File: src/rtl/daq_frame_ctrl_if.sv
// daq_frame_ctrl_if: ring FIFO write port between the capture front-end and the FIFO.
// wr_en is a one-cycle strobe that carries one word on wr_data; the front-end
// only raises it in a cycle after seeing fifo_full low in its decision cycle,
// and a word that meets fifo_full high is dropped rather than held.
interface daq_frame_ctrl_if #(
    parameter int DATA_W = 8
);
    logic              wr_en;
    logic [DATA_W-1:0] wr_data;
    logic              fifo_full;

    modport master (output wr_en, output wr_data, input fifo_full);
    modport slave  (input wr_en, input wr_data, output fifo_full);
endinterface

File: src/rtl/daq_frame_ctrl.sv
// daq_frame_ctrl: image-sensor capture front-end. Synchronises the sensor pixel
// bus and strobes into sys_clk, tracks frame/row state, decimates lines, counts
// pixels/lines/frames, writes the ring FIFO and raises a stretched interrupt per
// completed package.
// Optional build macro FRAME_HEADER_EN: writes a frame_cnt header word at every
// frame start, with a 1-entry skid register for a pixel that collides with it.
module daq_frame_ctrl #(
    parameter int DATA_W    = 8,
    parameter int PKG_SIZE  = 300,
    parameter int LINE_SKIP = 0,
    parameter int INTR_LEN  = 4,
    parameter int CNT_W     = 16
) (
    input  logic                sys_clk,
    input  logic                sys_rst_n,
    input  logic [DATA_W-1:0]   pix_data,
    input  logic                pix_clk,
    input  logic                frame_vaild,
    input  logic                line_vaild,
    daq_frame_ctrl_if.master    fifo_if,
    output logic [2:0]          state,
    output logic [CNT_W-1:0]    pix_cnt,
    output logic [CNT_W-1:0]    line_cnt,
    output logic [7:0]          frame_cnt,
    output logic                package_ready,
    output logic                intr_out,
    output logic                overflow
);
    localparam int PKG_W  = (PKG_SIZE > 1) ? $clog2(PKG_SIZE) : 1;
    localparam int INTR_W = $clog2(INTR_LEN + 1);
    localparam int SKIP_W = (LINE_SKIP > 0) ? $clog2(LINE_SKIP + 1) : 1;

    typedef enum logic [2:0] {
        ST_FOT = 3'b001,
        ST_WR  = 3'b010,
        ST_ROT = 3'b100
    } state_t;

    state_t              state_q, state_d;
    logic [1:0]          pclk_s, fv_s, lv_s;
    logic [DATA_W-1:0]   pd_s1, pd_s2, pd_smp;
    logic                pclk_d, smp, fv, lv;
    logic                line_keep, frame_wrote;
    logic [SKIP_W-1:0]   skip_cnt;
    logic [PKG_W-1:0]    pkg_cnt;
    logic [INTR_W-1:0]   intr_cnt;
    logic                wr_en_q;
    logic [DATA_W-1:0]   wr_data_q;
    logic                enter_wr, enter_fot, pix_ok;
    logic                wr_req, wr_is_pix, do_write, do_drop;
    logic [DATA_W-1:0]   wr_req_data;
`ifdef FRAME_HEADER_EN
    logic                frame_start, hdr_pend, skid_vld, skid_load;
    logic [DATA_W-1:0]   skid_data;
`endif

    // Two-FF synchronisers, then one more stage so smp, data and strobes stay aligned:
    // pix_clk sampled high on edge 1 gives smp after edge 3 and wr_en after edge 4.
    always_ff @(posedge sys_clk or negedge sys_rst_n) begin
        if (!sys_rst_n) begin
            pclk_s <= '0; fv_s <= '0; lv_s <= '0;
            pd_s1  <= '0; pd_s2 <= '0; pd_smp <= '0;
            pclk_d <= 1'b0; smp <= 1'b0; fv <= 1'b0; lv <= 1'b0;
        end else begin
            pclk_s <= {pclk_s[0], pix_clk};
            fv_s   <= {fv_s[0], frame_vaild};
            lv_s   <= {lv_s[0], line_vaild};
            pd_s1  <= pix_data;
            pd_s2  <= pd_s1;
            pclk_d <= pclk_s[1];
            smp    <= pclk_s[1] & ~pclk_d;
            pd_smp <= pd_s2;
            fv     <= fv_s[1];
            lv     <= lv_s[1];
        end
    end

    // State register.
    always_ff @(posedge sys_clk or negedge sys_rst_n) begin
        if (!sys_rst_n) state_q <= ST_FOT;
        else            state_q <= state_d;
    end

    // Next state; a line end wins over a frame end when both strobes drop together.
    always_comb begin
        state_d = state_q;
        case (state_q)
            ST_FOT:  if (fv && lv) state_d = ST_WR;  else if (fv)  state_d = ST_ROT;
            ST_ROT:  if (lv)       state_d = ST_WR;  else if (!fv) state_d = ST_FOT;
            ST_WR:   if (!lv)      state_d = ST_ROT; else if (!fv) state_d = ST_FOT;
            default: state_d = ST_FOT;
        endcase
    end

    // State decodes and write arbitration (header, then skid, then live pixel).
    always_comb begin
        enter_wr    = (state_q != ST_WR) && (state_d == ST_WR);
        enter_fot   = (state_q != ST_FOT) && (state_d == ST_FOT);
        pix_ok      = smp && (state_q == ST_WR) && line_keep;
        wr_req      = pix_ok;
        wr_req_data = pd_smp;
        wr_is_pix   = pix_ok;
`ifdef FRAME_HEADER_EN
        frame_start = (state_q == ST_FOT) && (state_d != ST_FOT);
        skid_load   = 1'b0;
        if (hdr_pend) begin
            wr_req      = 1'b1;
            wr_req_data = DATA_W'(frame_cnt);
            wr_is_pix   = 1'b0;
            skid_load   = pix_ok;
        end else if (skid_vld) begin
            wr_req      = 1'b1;
            wr_req_data = skid_data;
            wr_is_pix   = 1'b1;
        end
`endif
        do_write = wr_req && !fifo_if.fifo_full;
        do_drop  = wr_req && fifo_if.fifo_full;
    end

`ifdef FRAME_HEADER_EN
    // Header slot follows the frame-start transition; a colliding pixel waits one cycle.
    always_ff @(posedge sys_clk or negedge sys_rst_n) begin
        if (!sys_rst_n) begin
            hdr_pend <= 1'b0; skid_vld <= 1'b0; skid_data <= '0;
        end else begin
            hdr_pend <= frame_start;
            skid_vld <= skid_load;
            if (skid_load) skid_data <= pd_smp;
        end
    end
`endif

    // FIFO write port and sticky overflow flag.
    always_ff @(posedge sys_clk or negedge sys_rst_n) begin
        if (!sys_rst_n) begin
            wr_en_q <= 1'b0; wr_data_q <= '0; overflow <= 1'b0;
        end else begin
            wr_en_q <= do_write;
            if (do_write) wr_data_q <= wr_req_data;
            if (do_drop)  overflow  <= 1'b1;
        end
    end

    // Pixel/line counters (saturating) and line decimation phase.
    always_ff @(posedge sys_clk or negedge sys_rst_n) begin
        if (!sys_rst_n) begin
            pix_cnt <= '0; line_cnt <= '0; skip_cnt <= '0; line_keep <= 1'b0;
        end else begin
            if (enter_fot || enter_wr)
                pix_cnt <= '0;
            else if (do_write && wr_is_pix && pix_cnt != '1)
                pix_cnt <= pix_cnt + CNT_W'(1);
            if (enter_fot) begin
                line_cnt <= '0;
                skip_cnt <= '0;
            end else if (enter_wr) begin
                if (line_cnt != '1) line_cnt <= line_cnt + CNT_W'(1);
                line_keep <= (skip_cnt == '0);
                skip_cnt  <= (skip_cnt == SKIP_W'(LINE_SKIP)) ? '0 : skip_cnt + SKIP_W'(1);
            end
        end
    end

    // Frame counter: only frames that wrote at least one word are counted.
    always_ff @(posedge sys_clk or negedge sys_rst_n) begin
        if (!sys_rst_n) begin
            frame_cnt <= '0; frame_wrote <= 1'b0;
        end else if (enter_fot) begin
            if (frame_wrote || do_write) frame_cnt <= frame_cnt + 8'd1;
            frame_wrote <= 1'b0;
        end else if (do_write) begin
            frame_wrote <= 1'b1;
        end
    end

    // Package counter spans frames; package_ready lines up with the closing wr_en.
    always_ff @(posedge sys_clk or negedge sys_rst_n) begin
        if (!sys_rst_n) begin
            pkg_cnt <= '0; package_ready <= 1'b0;
        end else begin
            package_ready <= 1'b0;
            if (do_write) begin
                if (pkg_cnt == PKG_W'(PKG_SIZE - 1)) begin
                    pkg_cnt       <= '0;
                    package_ready <= 1'b1;
                end else begin
                    pkg_cnt <= pkg_cnt + PKG_W'(1);
                end
            end
        end
    end

    // Interrupt stretcher; every package_ready reloads the full length.
    always_ff @(posedge sys_clk or negedge sys_rst_n) begin
        if (!sys_rst_n)          intr_cnt <= '0;
        else if (package_ready)  intr_cnt <= INTR_W'(INTR_LEN);
        else if (intr_cnt != '0) intr_cnt <= intr_cnt - INTR_W'(1);
    end

    assign intr_out        = (intr_cnt != '0);
    assign state           = state_q;
    assign fifo_if.wr_en   = wr_en_q;
    assign fifo_if.wr_data = wr_data_q;
endmodule

File: src/flat_wrapper.sv
// flat-port wrapper written by rule: the top's interface ports become plain ports
module daq_frame_ctrl_flat 
#(
    parameter int DATA_W    = 8,
    parameter int PKG_SIZE  = 300,
    parameter int LINE_SKIP = 0,
    parameter int INTR_LEN  = 4,
    parameter int CNT_W     = 16
)
  (sys_clk, sys_rst_n, pix_data, pix_clk, frame_vaild, line_vaild, state, pix_cnt, line_cnt, frame_cnt, package_ready, intr_out, overflow, fifo_if_wr_en, fifo_if_wr_data, fifo_if_fifo_full);
  daq_frame_ctrl_if #(.DATA_W(DATA_W)) fifo_if_i ();
  input  logic sys_clk;
  input  logic sys_rst_n;
  input  logic [DATA_W-1:0] pix_data;
  input  logic pix_clk;
  input  logic frame_vaild;
  input  logic line_vaild;
  output logic [2:0] state;
  output logic [CNT_W-1:0] pix_cnt;
  output logic [CNT_W-1:0] line_cnt;
  output logic [7:0] frame_cnt;
  output logic package_ready;
  output logic intr_out;
  output logic overflow;
  output wire logic [$bits(fifo_if_i.wr_en)-1:0] fifo_if_wr_en;
  output wire logic [$bits(fifo_if_i.wr_data)-1:0] fifo_if_wr_data;
  input wire logic [$bits(fifo_if_i.fifo_full)-1:0] fifo_if_fifo_full;
  assign fifo_if_wr_en = fifo_if_i.wr_en;
  assign fifo_if_wr_data = fifo_if_i.wr_data;
  assign fifo_if_i.fifo_full = fifo_if_fifo_full;
  daq_frame_ctrl #(.DATA_W(DATA_W), .PKG_SIZE(PKG_SIZE), .LINE_SKIP(LINE_SKIP), .INTR_LEN(INTR_LEN), .CNT_W(CNT_W)) u_core (.sys_clk(sys_clk), .sys_rst_n(sys_rst_n), .pix_data(pix_data), .pix_clk(pix_clk), .frame_vaild(frame_vaild), .line_vaild(line_vaild), .fifo_if(fifo_if_i), .state(state), .pix_cnt(pix_cnt), .line_cnt(line_cnt), .frame_cnt(frame_cnt), .package_ready(package_ready), .intr_out(intr_out), .overflow(overflow));
endmodule
File: config.mk
export PLATFORM = sky130hd
export DESIGN_NAME = daq_frame_ctrl_flat
export DESIGN_NICKNAME = d
export VERILOG_FILES = /design/src/rtl/daq_frame_ctrl_if.sv /design/src/rtl/daq_frame_ctrl.sv /design/src/flat_wrapper.sv
export SDC_FILE = /design/constraint.sdc
export NUM_CORES = 1
export LEC_CHECK = 0
export ABC_AREA = 1
export BUFFER_PORTS_ARGS = -buffer_cell sky130_fd_sc_hd__buf_2
export CAP_MARGIN = 40
export CORE_ASPECT_RATIO = 0.5
export CORE_MARGIN = 5
export CORE_UTILIZATION = 45
export DETAILED_ROUTE_END_ITERATION = 8
export PLACE_DENSITY_LB_ADDON = 0.05
export SLEW_MARGIN = 20
export SYNTH_ARGS = -nofsm -noshare
export SYNTH_HDL_FRONTEND = slang
export SYNTH_SLANG_ARGS = --single-unit
File: constraint.sdc
create_clock -name sys_clk -period 1.85 [get_ports sys_clk]
set_clock_uncertainty 0.1 [all_clocks]
set_input_delay 0.0925 -clock sys_clk [delete_from_list [all_inputs] [get_ports sys_clk]]
set_output_delay 0.0925 -clock sys_clk [all_outputs]
set_load 0.005 [all_outputs]
==> flow_metrics.py <==
metrics = {
    "outcome": {
        "status": "finished, final reports clean",
    },
    "clocking": {
        "clock_latency_ps": 340,
        "cts_tree": "yes",
        "cts_sinks": 102,
        "clkTransAtPathRegs_ps": 70,
        "numCtsBuffers": 9,
        "cts_max_level": 3,
        "ctsLongestPathBuffers": 2,
        "cts-root-buf": "clkbuf_16",
    },
    "power": {
        "ir_drop_uv": 600,
        "seq_power_share": 0.428,
        "internal-power_w": 0.00425,
        "swShare": 0.320,
        "total_power_w": 0.00625,
        "power.leakage_nw": 3.02,
        "power_per_cell_area_nw_per_um2": 1040,
        "p_comb_frac": 0.241,
        "p_switching_w": 0.00200,
        "share_clk_of_total_power": 0.332,
    },
    "floorplanning": {
        "die_w_um": 156,
        "io_pins": 69,
        "placementRows": 26,
        "coreArea_um2": 10300,
        "die_area_um2": 13000,
        "die_height_um": 83.2,
        "initial_utilization": 0.466,
    },
    "timing": {
        "whs_ps": 32.9,
        "maxSlewViolCount": 0,
        "timing.slew.headroom": 0.742,
        "final.setup.tns_ps": 0,
        "finalSetupViolCount": 0,
        "report.final.hold_viol_count": 0,
        "tightestPinTransition_ps": 387,
        "layout_worst_path_cycle_share": 0.924,
        "clock.fmax_mhz": 585,
        "timing.final.crit_period_ps": 1710,
    },
    "synthesis": {
        "post_synth_instance_area_um2": 4820,
        "ys_warn_count": 0,
        "synth-seq-area-share": 0.529,
        "netlist-cell-type-count": 32,
        "post_synthesis_net_count": 593,
        "post_synth_inst_count": 573,
        "yosys-top-cells-area": "dfrtp_1 52%, nand2_1 16%, nor2_1 4.7%, inv_1 3.8%, nand3_1 3.5%",
        "area_share_of_the_largest_cell_type_after_synthesis": 0.524,
        "synthesis.area_per_instance_um2": 8.42,
        "synth_top_area_cell": "dfrtp_1",
        "ys_ff_latch": 102,
    },
    "placed_design": {
        "place_congestion": 0.823,
        "post-dp-hpwl_um": 7800,
        "io_buffer_count": 68,
        "placed_cell_area_um2": 5530,
    },
    "layout": {
        "antennaDiodeCount": 0,
        "areaGrowthSynthToFinish_pct": 24.9,
        "stdcell_area_um2": 6020,
        "layout.filler_cells": 979,
        "nNetsFinal": 707,
        "layout-drive-gt1-share": 0.210,
        "utilization": 0.582,
    },
    "global_route": {
        "use_met3": 0.0400,
        "gr-usage-met2": 0.282,
        "grt_antenna_before_repair": 0,
        "largest_net_degree_at_the_start_of_global_routing": 63,
        "global_route_wire_length_before_repair_um": 18800,
        "grt.busiest_layer": "met2",
        "grt_pass1_vias": 3948,
        "globalRouteOverflowTotal": 0,
        "globalRouteTotalUtil": 0.173,
        "met1_layer_usage_reported_by_global_route": 0.239,
    },
    "worst_setup_path": {
        "critical_path_arrival_ps": 1830,
        "critPathLaunchType": "register",
        "worstPathMaxFanout": 9,
        "cp-startpoint": "u_core.state[0]$_DFF_PN1_",
        "end_kind": "register",
        "timing_worst_setup_path_type": "register to register",
        "rr_startpoint": "u_core.state[0]$_DFF_PN1_",
        "critPathRequiredTime_ps": 1970,
    },
    "flow_run": {
        "max-cap-violations": 0,
    },
    "worst_hold_path": {
        "hold_path.class": "primary input to asynchronous set/reset pin",
    },
    "routing": {
        "routed-via-count": 4003,
        "drc": 0,
        "post_drt_wl_per_cell_um": 12.9,
        "detail_route.wirelength_um": 10700,
        "dr.first_iter.drc_count": 182,
        "postRouteAntennaNets": 0,
        "vias_per_cell": 4.81,
        "detailed_routing_iterations_pass_1": 4,
    },
}
-- layout make-up --
class | instances | area (um2) | area share
Clock buffer | 9 | 225 | 0.0374
Timing Repair Buffer | 111 | 714 | 0.119
Clock inverter | 7 | 105 | 0.0175
Sequential cell | 102 | 2550 | 0.424
Inverter | 53 | 199 | 0.0330
Tap cell | 140 | 175 | 0.0291
Multi-Input combinational cell | 410 | 2050 | 0.340
-- power by group through the flow --
stage          logic [W]  clock network [W]  registers [W]
2_1_floorplan   0.000874                  0        0.00271
3_3_place_gp     0.00145                  0        0.00271
3_5_place_dp     0.00145                  0        0.00271
4_1_cts          0.00149            0.00212        0.00267
5_1_grt          0.00169            0.00224        0.00271
6_report         0.00150            0.00207        0.00267
-- stage by stage --
step	cells	worst slack, ps
2_1_floorplan	573	178
5_1_grt	832	-1.75
6_report	832	140
3_3_place_gp	802	163
3_5_place_dp	802	121
4_1_cts	831	92.3
-- placed cells by master, fill, tap and decap left out --
| cell | instances |
|---|---|
| xor2_1 | 18 |
| a21oi_1 | 11 |
| clkbuf_16 | 9 |
| nor3_1 | 7 |
| nor4_1 | 2 |
| dfrtp_1 | 101 |
| clkinv_2 | 1 |
| nor2_1 | 60 |
| nand3_4 | 5 |
| buf_2 | 67 |
| inv_1 | 48 |
| o21ai_0 | 16 |
| nand3_2 | 2 |
| or2_2 | 2 |
| nand3b_1 | 1 |
| inv_6 | 1 |
| buf_4 | 29 |
| and3_1 | 2 |
| nand3_1 | 33 |
| inv_8 | 2 |
| nor3_4 | 1 |
| nand4_1 | 22 |
| inv_2 | 5 |
| buf_12 | 1 |
| bufinv_16 | 2 |
| clkinv_4 | 1 |
| nand2_1 | 200 |
| o21bai_1 | 4 |
| nand2_2 | 3 |
| dfstp_2 | 1 |
| xnor2_1 | 2 |
| o21ai_1 | 1 |
| dlygate4sd3_1 | 13 |
| ha_1 | 6 |
| a31o_2 | 1 |
| nand2_4 | 2 |
| nor2_2 | 1 |
| buf_6 | 1 |
| nor2_4 | 8 |
-- path summary, 6_finish.rpt --
path | to | slack, ps | cells past startpoint
worst min-delay path | u_core.fifo_if.wr_data[3]$_DFFE_PN0P_ | 30 | 2
max in group asynchronous | u_core.pix_cnt[4]$_DFFE_PN0P_ | 990 | 3
worst max register to register | u_core.frame_cnt[7]$_DFFE_PN0P_ | 140 | 9
worst min register to register | u_core.pd_smp[4]$_DFF_PN0_ | 250 | 0
worst max-delay path | u_core.frame_cnt[7]$_DFFE_PN0P_ | 140 | 9
min in group sys_clk | u_core.pd_smp[4]$_DFF_PN0_ | 250 | 0
-- flip-flops by register name, indices dropped and copies added (netlist names), 3 cells and up --
name,flops
u_core.intr_cnt,3
u_core.pd_s2,8
u_core.state,3
u_core.pix_cnt,16
u_core.pd_smp,8
u_core.fifo_if.wr_data,8
u_core.line_cnt,16
u_core.pd_s1,8
u_core.pkg_cnt,9
u_core.frame_cnt,8
-- repair_timing --
action / 4_1_cts / 5_1_grt
hold buffers: 13 / 0
setup endpoints to repair: 0 / 15
resized for setup: 0 / 6
endpoints found under the hold margin: 113 / 0
buffers inserted: 0 / 1
-- synth_stat cells, drive strengths merged --
cell type and count:
a21oi 11, inv 53, nor3 8, o21bai 4, nand4 22, xor2 18, and3 2, nand3 40
clkbuf 1, nand2 205, a31o 1, xnor2 2, ha 6, dfrtp 101, nor2 69, nor4 2
buf 7, nand3b 1, dfstp 1, or2 2, o21ai 17
-- routing by layer --
layer / up-vias / routed length [um]
met3: 13 / 400
met1: 1878 / 5320
li1: 2056 / -
met4: 0 / 87
met2: 56 / 4900
met5: - / 0
-- worst max-delay path, stage by stage (launching register included) --
cell and delay [ps]:
dfstp_2 560, inv_2 60, nand3_4 100, inv_1 100, nand2_1 100, nand3_2 150, nand2_2 200, inv_2 90
nand2_1 60, o21ai_0 70
-- cells by family after synthesis --
family / after synthesis / share of synthesized area
xor+xnor: 20 / 0.0363
fa+ha+maj: 6 / 0.0156
simple gates: 351 / 0.330
compound gates: 33 / 0.0371
buf+inv: 61 / 0.0516
flops: 102 / 0.529
Note: power is estimated with default switching activity, not from simulation.
